[config.mk]
export PLATFORM = sky130hd
export DESIGN_NAME = serial_link_pwr_seq
export DESIGN_NICKNAME = d
export VERILOG_FILES = /design/src/rtl/serial_link_pwr_seq_pkg.sv /design/src/rtl/serial_link_pwr_seq.sv
export SDC_FILE = /design/constraint.sdc
export NUM_CORES = 1
export LEC_CHECK = 0
export BUFFER_PORTS_ARGS = -buffer_cell sky130_fd_sc_hd__buf_2
export CAP_MARGIN = 20
export CORE_ASPECT_RATIO = 1.25
export CORE_MARGIN = 1
export CORE_UTILIZATION = 60
export CTS_CLUSTER_SIZE = 20
export DETAILED_ROUTE_END_ITERATION = 10
export PLACE_DENSITY = 0.91
export SETUP_SLACK_MARGIN = 0.4
export SLEW_MARGIN = 20
export SYNTH_ARGS = -nofsm -noshare
export SYNTH_HDL_FRONTEND = slang
export SYNTH_SLANG_ARGS = --single-unit
[constraint.sdc]
create_clock -name clk_i -period 4.6 [get_ports clk_i]
set_input_delay 0.92 -clock clk_i [delete_from_list [all_inputs] [get_ports clk_i]]
set_output_delay 0.92 -clock clk_i [all_outputs]
set_load 0.1 [all_outputs]
[src/rtl/serial_link_pwr_seq_pkg.sv]
// Shared types for the serial link power/isolation sequencer: FSM states and
// the per-state (isolate, clk_ena, reset_n) control tuple.
package serial_link_pwr_seq_pkg;

  typedef enum logic [2:0] {
    DOWN,
    CLK_ON,
    RST_REL,
    DEISO,
    UP,
    ISO,
    RST_ASSERT
  } pwr_state_e;

  typedef struct packed {
    logic isolate;
    logic clk_ena;
    logic reset_n;
  } pwr_ctrl_t;

  function automatic pwr_ctrl_t pwr_decode(pwr_state_e s);
    pwr_ctrl_t c;
    unique case (s)
      DOWN:       c = '{isolate: 1'b1, clk_ena: 1'b0, reset_n: 1'b0};
      CLK_ON:     c = '{isolate: 1'b1, clk_ena: 1'b1, reset_n: 1'b0};
      RST_REL:    c = '{isolate: 1'b1, clk_ena: 1'b1, reset_n: 1'b1};
      DEISO:      c = '{isolate: 1'b0, clk_ena: 1'b1, reset_n: 1'b1};
      UP:         c = '{isolate: 1'b0, clk_ena: 1'b1, reset_n: 1'b1};
      ISO:        c = '{isolate: 1'b1, clk_ena: 1'b1, reset_n: 1'b1};
      RST_ASSERT: c = '{isolate: 1'b1, clk_ena: 1'b1, reset_n: 1'b0};
      default:    c = '{isolate: 1'b1, clk_ena: 1'b0, reset_n: 1'b0};
    endcase
    return c;
  endfunction

endpackage

[src/rtl/serial_link_pwr_seq.sv]
// Serial link power sequencer: brings the link up/down in a fixed handshaked
// order (clock, reset, isolation) from a single level request.
module serial_link_pwr_seq
  import serial_link_pwr_seq_pkg::*;
#(
  parameter int unsigned NumIsoPorts   = 2,
  parameter int unsigned ResetCycles   = 16,
  parameter int unsigned TimeoutCycles = 1024
) (
  input  logic                   clk_i,
  input  logic                   rst_ni,
  input  logic                   link_up_req_i,
  input  logic [NumIsoPorts-1:0] isolated_i,
  input  logic                   err_clr_i,
  output logic [NumIsoPorts-1:0] isolate_o,
  output logic                   clk_ena_o,
  output logic                   reset_no,
  output logic                   link_up_o,
  output logic                   busy_o,
  output logic                   timeout_o
);

  localparam int unsigned MaxCycles = (ResetCycles > TimeoutCycles) ? ResetCycles : TimeoutCycles;
  localparam int unsigned CntW      = $clog2(MaxCycles + 1);
  localparam logic [CntW-1:0] RstLoad = CntW'(ResetCycles - 1);
  localparam logic [CntW-1:0] ToLoad  = CntW'(TimeoutCycles - 1);

  pwr_state_e      state_q, state_d;
  logic [CntW-1:0] cnt_q, cnt_d;
  logic            timeout_q, timeout_d;
  pwr_ctrl_t       ctrl_q, ctrl_d;
  logic            link_up_q, busy_q;
  logic            to_hit, cnt_zero, all_iso, none_iso;

  assign cnt_zero = (cnt_q == '0);
  assign all_iso  = &isolated_i;
  assign none_iso = ~|isolated_i;

  // A handshake met in the same cycle the counter hits zero takes priority.
  always_comb begin
    state_d = state_q;
    to_hit  = 1'b0;
    unique case (state_q)
      DOWN:       if (link_up_req_i) state_d = CLK_ON;
      CLK_ON:     if (cnt_zero) state_d = RST_REL;
      RST_REL:    state_d = DEISO;
      DEISO: begin
        if (none_iso) begin
          state_d = UP;
        end else if (cnt_zero) begin
          state_d = ISO;
          to_hit  = 1'b1;
        end
      end
      UP:         if (!link_up_req_i) state_d = ISO;
      ISO: begin
        if (all_iso) begin
          state_d = RST_ASSERT;
        end else if (cnt_zero) begin
          state_d = RST_ASSERT;
          to_hit  = 1'b1;
        end
      end
      RST_ASSERT: if (cnt_zero) state_d = DOWN;
      default:    state_d = DOWN;
    endcase
  end

  // Shared down-counter, reloaded on entry to every timed state.
  always_comb begin
    cnt_d = cnt_zero ? cnt_q : cnt_q - CntW'(1);
    if (state_d != state_q) begin
      unique case (state_d)
        CLK_ON, RST_ASSERT: cnt_d = RstLoad;
        DEISO, ISO:         cnt_d = ToLoad;
        default:            cnt_d = cnt_q;
      endcase
    end
  end

  assign timeout_d = to_hit | (timeout_q & ~err_clr_i);
  assign ctrl_d    = pwr_decode(state_d);

  always_ff @(posedge clk_i or negedge rst_ni) begin
    if (!rst_ni) begin
      state_q   <= DOWN;
      cnt_q     <= '0;
      timeout_q <= 1'b0;
      ctrl_q    <= '{isolate: 1'b1, clk_ena: 1'b0, reset_n: 1'b0};
      link_up_q <= 1'b0;
      busy_q    <= 1'b0;
    end else begin
      state_q   <= state_d;
      cnt_q     <= cnt_d;
      timeout_q <= timeout_d;
      ctrl_q    <= ctrl_d;
      link_up_q <= (state_d == UP);
      busy_q    <= (state_d != DOWN) && (state_d != UP);
    end
  end

  assign isolate_o = {NumIsoPorts{ctrl_q.isolate}};
  assign clk_ena_o = ctrl_q.clk_ena;
  assign reset_no  = ctrl_q.reset_n;
  assign link_up_o = link_up_q;
  assign busy_o    = busy_q;
  assign timeout_o = timeout_q;

endmodule
Word-level counts from Yosys, hierarchy flattened. Cells that the tools add are included.

Output and inout port bits: 7. RAM bits: 0. Memories: 0. Latch bits: 0. Logic and storage cells: 56. ROM bits: 0. Input bits: 6. Flip-flop bits (word level): 20.

Divide/modulo/power cells: 0. Shifts and indexed selects: 0. $add $sub $neg: 1. Magnitude comparators: 0. Mux-type cells: 17. Bitwise operators: 3. Reduce and logical (&&, ||, !) cells: 11. Equal/unequal tests: 16. Multiply operators: 0.

Operator list (count): two-way mux 3 bit (8); two-way mux 11 bit (2); one-hot mux 11 bit (2 select lines) (1); one-hot mux 3 bit (7 select lines) (1); equality test 3 bit, second input constant (6); equality test 3 x 2 -> 1 bit, second input constant (4); logical NOT 11 bit (1); subtractor 11 x 1 -> 11 bit, second input constant (1); OR reduction 2 bit (5); one-hot mux 3 bit (3 select lines) (1); equality test 3 x 1 -> 1 bit, second input constant (2); AND reduction 2 bit (2); logical NOT 3 bit (1); two-way mux 1 bit (3); != test 3 x 2 -> 1 bit, second input constant (1); != test 3 bit (1); != test 3 bit, second input constant (1); nonzero test 3 bit (1); != test 2 x 1 -> 1 bit, second input constant (1); one-hot mux 1 bit (2 select lines) (1); AND 1 bit (1); logical AND 1 bit (1); inverter 1 bit (1); OR 1 bit (1).

Depth between registers and ports, before layout.
Depth in word-level cells: 8. Gate-level depth with buffers: 9.

Least setup slack after synthesis. OpenSTA, ideal clock, no wires.

Path kind: input to register. From: input port isolated_i[0]. To: register cnt_q[7]. Arrival time: 2.140 ns. Stages on the path: 5. Path buffers: 0. Setup slack: 2.391 ns. Data required time: 4.531 ns. Library setup time: 0.069 ns. Cells stage by stage: a21o_1 > a221oi_1 > o21ai_0 > or4_1 > nand3_1.

Word-level cells in the longest chain between the ends: 7. Elaborated cells between the ends (all ways): 17.

RTL lines: from (decl) (RTL line serial_link_pwr_seq.sv:13) `input logic [NumIsoPorts-1:0] isolated_i,`; AND reduction 2 bit or OR reduction 2 bit (tied branches) (RTL line serial_link_pwr_seq.sv:36, serial_link_pwr_seq.sv:37); two-way mux 3 bit (on tied branches) (RTL line serial_link_pwr_seq.sv:57, serial_link_pwr_seq.sv:48); one-hot mux 3 bit (7 select lines) * (RTL line serial_link_pwr_seq.sv:43) `unique case (state_q)`; equality test 3 bit (tied with other cells) (RTL line serial_link_pwr_seq.sv:73) `unique case (state_d)`; OR reduction 2 bit (on tied branches); one-hot mux 11 bit (2 select lines) or != test 3 x 2 -> 1 bit (tied branches); two-way mux 11 bit or AND reduction 2 bit (tied branches); to (signal assigned) (RTL line serial_link_pwr_seq.sv:94) `cnt_q <= cnt_d;`; to (decl) (RTL line serial_link_pwr_seq.sv:29) `logic [CntW-1:0] cnt_q, cnt_d;`.

Mark *: on every way between the ends. The rest lies on a longest branch, timed or not. The select of a mux whose other input is x is not followed. A chain may end at the register's enable or synchronous reset.

Worst setup path in the final report.
From: register cnt_q[0]. To: register cnt_q[5].

Word-level cells in the longest chain between the ends: 8. Elaborated cells between the ends (all ways): 22.

RTL lines: logical NOT 11 bit (RTL line serial_link_pwr_seq.sv:35) `assign cnt_zero = (cnt_q == '0);`; two-way mux 3 bit (on tied branches) (RTL line serial_link_pwr_seq.sv:59, serial_link_pwr_seq.sv:50); two-way mux 3 bit (on tied branches) (RTL line serial_link_pwr_seq.sv:57, serial_link_pwr_seq.sv:48); one-hot mux 3 bit (7 select lines) (RTL line serial_link_pwr_seq.sv:43); equality test 3 bit (tied with other cells) (RTL line serial_link_pwr_seq.sv:73); OR reduction 2 bit (on tied branches); one-hot mux 11 bit (2 select lines) or != test 3 x 2 -> 1 bit (tied branches); two-way mux 11 bit or AND reduction 2 bit (tied branches).

Several ways; a longest one is shown, not always the timed one. The select of a mux whose other input is x is not followed.

==> results <==
- The layout overhead on the synthesized area is 6.57%.
- The hold buffer count at CTS is 0.
- The largest net degree at the start of global routing is 21.
- The share of synthesized flip-flops with an asynchronous set or reset is 1.00.
- Along the worst path, the maximum fanout reaches 9.
- Setup slack closes at 1810 ps.
- The detailed router placed 1,138 vias in this run.
- The path category of the worst min-delay check is input port to async pin.
- The first global-routing pass estimated 4620 um of wire.
- The share of synthesized area in the top cell type comes to 0.367.
- The final-stage net count is 155.
- Global routing finished with a remaining overflow of 0.
- For this run, the total global-route usage over all layers was measured as 0.271.
- Across all register-to-register paths, the minimum setup slack is 1810 ps.
- Across all hold checks on the routed design, the worst slack comes to 531 ps.
- With fillers left out, the area of the finished cells amounts to roughly 0.0014 sq mm.
- The floorplan step defined a die boundary enclosing between 0.002 and 0.0025 sq mm.
- The worst setup path is launched from a flip-flop.
- The checks that failed: design-rule violations.
- At the worst endpoint, the arrival time is 2980 ps.
- The number of cells on the worst reg-to-reg path is 9.
- In this run, synthesis inferred 0 flip-flops with an integrated enable.
- The total power of the final layout is between 1 and 1.5 mW.
- At the worst endpoint, the required time is 4800 ps.
- For this design, the sink count on the clock tree is 20.
- Setup repair after global routing left no endpoint under its margin.
- In this run the post-CTS setup repair buffer count came out at 0.
- Ranked by total cell area, the synthesized netlist is headed by dfrtp_1, nor2_1, nor4_4, nand2_1, nand3_1.
- The summed negative setup slack over all endpoints is 0 ps.
- The congestion estimate from routability-driven global placement came to 0.931.
- The TritonCTS clock tree is done.
- In the routed layout, each cell is associated on average with a via count of 6.81.
- The initial core utilization is 0.646.
- The cell count after synthesis is 137.
- 13 I/O pins were placed.
- In this run the tightest slew margin relative to its limit is 0.533.
- The clock-pin transition on the worst setup and hold timing paths is ~120 ps.
- The clock latency on the worst-skew pair is slightly above 300 ps.
- Power spread over the standard cell area amounts to 777 mW/mm^2.
- The run finished, with violations left.
- The height of the die is 53.9 um.
- Of the available clock period, the critical path in the final layout requires 0.606.
- In the final routed layout, each cell accounts on average for 17.1 um.
- The count of final hold-check violations is 0.
- In this run, placement finished with an instance count of 162.
- The synthesized netlist net count is 144.
- The achievable clock frequency is 359 MHz.
- The commonest register cell after synthesis is dfrtp_1.
- Summing all placed instances gives a cell area of 0.00132 sq mm.
- The initial antenna violation count is 0.
- The number of standard cells in the final layout excluding fillers is approximately 170.
- The unique cell type count in the Yosys netlist is 49.
- Once layout is complete, the utilization of the core stands at 0.689.
- Fill cells in the final layout number between 150 and 200.
- In the synthesized netlist, the cells that appear most often are dfrtp_1, nor2_1, nand2_1.
- The post-synthesis sequential area ratio is 0.387.
- The critical path is of the flip-flop to flip-flop type.
- The average size of a mapped cell is 9.45 sq um.
- The core footprint is 0.00200 sq mm.
- The largest stage delay on the critical path is between 500 and 600 ps.
- The total number of placement rows is 18.
- The share of layout cells above drive strength 1 is 0.245.
- The Yosys step of the flow raised 0 warnings.
- 0 antenna diodes ended up in the layout.
- In this run, CTS created clock tree buffers numbering 3.
- CTS built an H-tree with a depth of 1.
- The routed design could run at a clock period as short as 2790 ps.
- The total leakage power is 0.591 nW.
- After clock tree synthesis, the repair step resized 0 gates.
- The number of global-route vias before repair is roughly 1,000.
- The first detailed-routing pass took 7 iterations.
- After legalization and detailed placement, the total HPWL measured 1990 um.
- The worst setup path is captured at a flip-flop.
- Traced cell by cell, the critical path runs through inv_1 > ha_1 > nor4b_1 > nand3_1 > o22ai_1 > clkbuf_2 > and2b_2 > o21ai_1 > o311ai_1.
- The minimum setup slack after placement is 1780 ps.
- The most used standard cell by instance count after synthesis is dfrtp_1.
- Buffers placed on the I/O ports in this run total 12.
- The horizontal die dimension is 43.6 um.
- The remaining routing DRC violations is 2.
- At the pin with the least slew margin, the transition time is 693 ps.
- Setup violations remaining at the end of the flow were counted as 0.
- The detailed router finished its first iteration with 40 violations.
- For this block, the routed nets add up to 2860 um of wire.
- The maximum buffer depth of the clock tree is 2.
- The number of antenna-violating nets in the routed design is 0.
- The max-slew violation total from the final report is 0.
- In this run the critical register-to-register path is launched from cnt_q[0].
- Of all cell types, the one taking the most synthesized area is dfrtp_1.
- The synthesized flop and latch total is 20.
- The maximum ir drop on the vdd rail is 0.000441 V.
- The worst clock skew is roughly 3.8 ps.
- In this run the critical register-to-register path is captured at cnt_q[5].
- Among all stages on the critical path, the largest delay is contributed by o22ai_1.
- The synthesized netlist occupies a cell area of 0.00129 sq mm.
- The max-capacitance violation count is 0.
- The clock root buffer master is clkbuf_4.
state kept, by name, summed over array words and instances (netlist names):
register   flops
busy_o         1
clk_ena_o      1
cnt_q         11
isolate_o      1
link_up_o      1
reset_no       1
state_q        3
timeout_o      1
area by class of cell:
class	instances	area, sq um	share of cell area
clock buffers	3	22.5	0.0163
clock inverters	1	30.0	0.0218
inverters	7	26.3	0.0190
multi-input cells	103	709	0.514
flip-flops and latches	20	502	0.364
well taps	20	25.0	0.0181
repair buffers	13	65.1	0.0471
logic make-up (layout without fill, tap and decap cells):
family | count (synthesis) | count (layout) | share of synthesized area
AND/OR/NAND/NOR | 62 | 62 | 0.299
adder cells (fa/ha/maj) | 1 | 1 | 0.00966
buffers and inverters | 14 | 24 | 0.0647
XOR/XNOR | 1 | 1 | 0.0126
AO/OA/AOI/OAI | 39 | 39 | 0.227
flip-flops | 20 | 20 | 0.387
where the power goes:
| part | internal, mW | leakage, nW | switching (mW) | total [mW] |
|---|---|---|---|---|
| Combinational | 0.201 | 0.321 | 0.389 | 0.590 |
| Sequential | 0.240 | 0.243 | 0.0965 | 0.337 |
| Clock | 0.0882 | 0.0279 | 0.0572 | 0.145 |
| Total | 0.529 | 0.591 | 0.543 | 1.07 |
per-layer routing:
layer  GRT usage  vias to the layer above  wire [um]
li1            -                      523          -
met4       0.135                        0         77
met2       0.485                       61       1420
met5           0                        -          0
met3      0.0268                        9        161
met1       0.323                      545       1200
worst max path at each step:
| stage | startpoint | to |
|---|---|---|
| final | cnt_q[0] | cnt_q[5] |
| after floorplan | isolated_i[0] | cnt_q[7] |
| after CTS | cnt_q[0] | cnt_q[5] |
| after global routing | cnt_q[0] | cnt_q[5] |
| after detailed placement | isolated_i[0] | cnt_q[5] |
| after global placement | isolated_i[0] | cnt_q[5] |
placed cells by master, fill, tap and decap left out, drive strengths merged, types with 4 or more instances in the layout:
cell type	count
nor2	14
nor3	5
clkbuf	4
nand2	11
a21oi	5
dfrtp	19
nand3	8
or3	5
o21ai	12
inv	7
buf	12
worst max-delay path: cells and delay by family (launching register included):
family                   cells  cell delay, ps
adder cells (fa/ha/maj)      1             240
flip-flops                   1             420
AND/OR/NAND/NOR              3             840
buffers and inverters        2             400
AO/OA/AOI/OAI                3             760
Power figures use the tool's default switching activity.
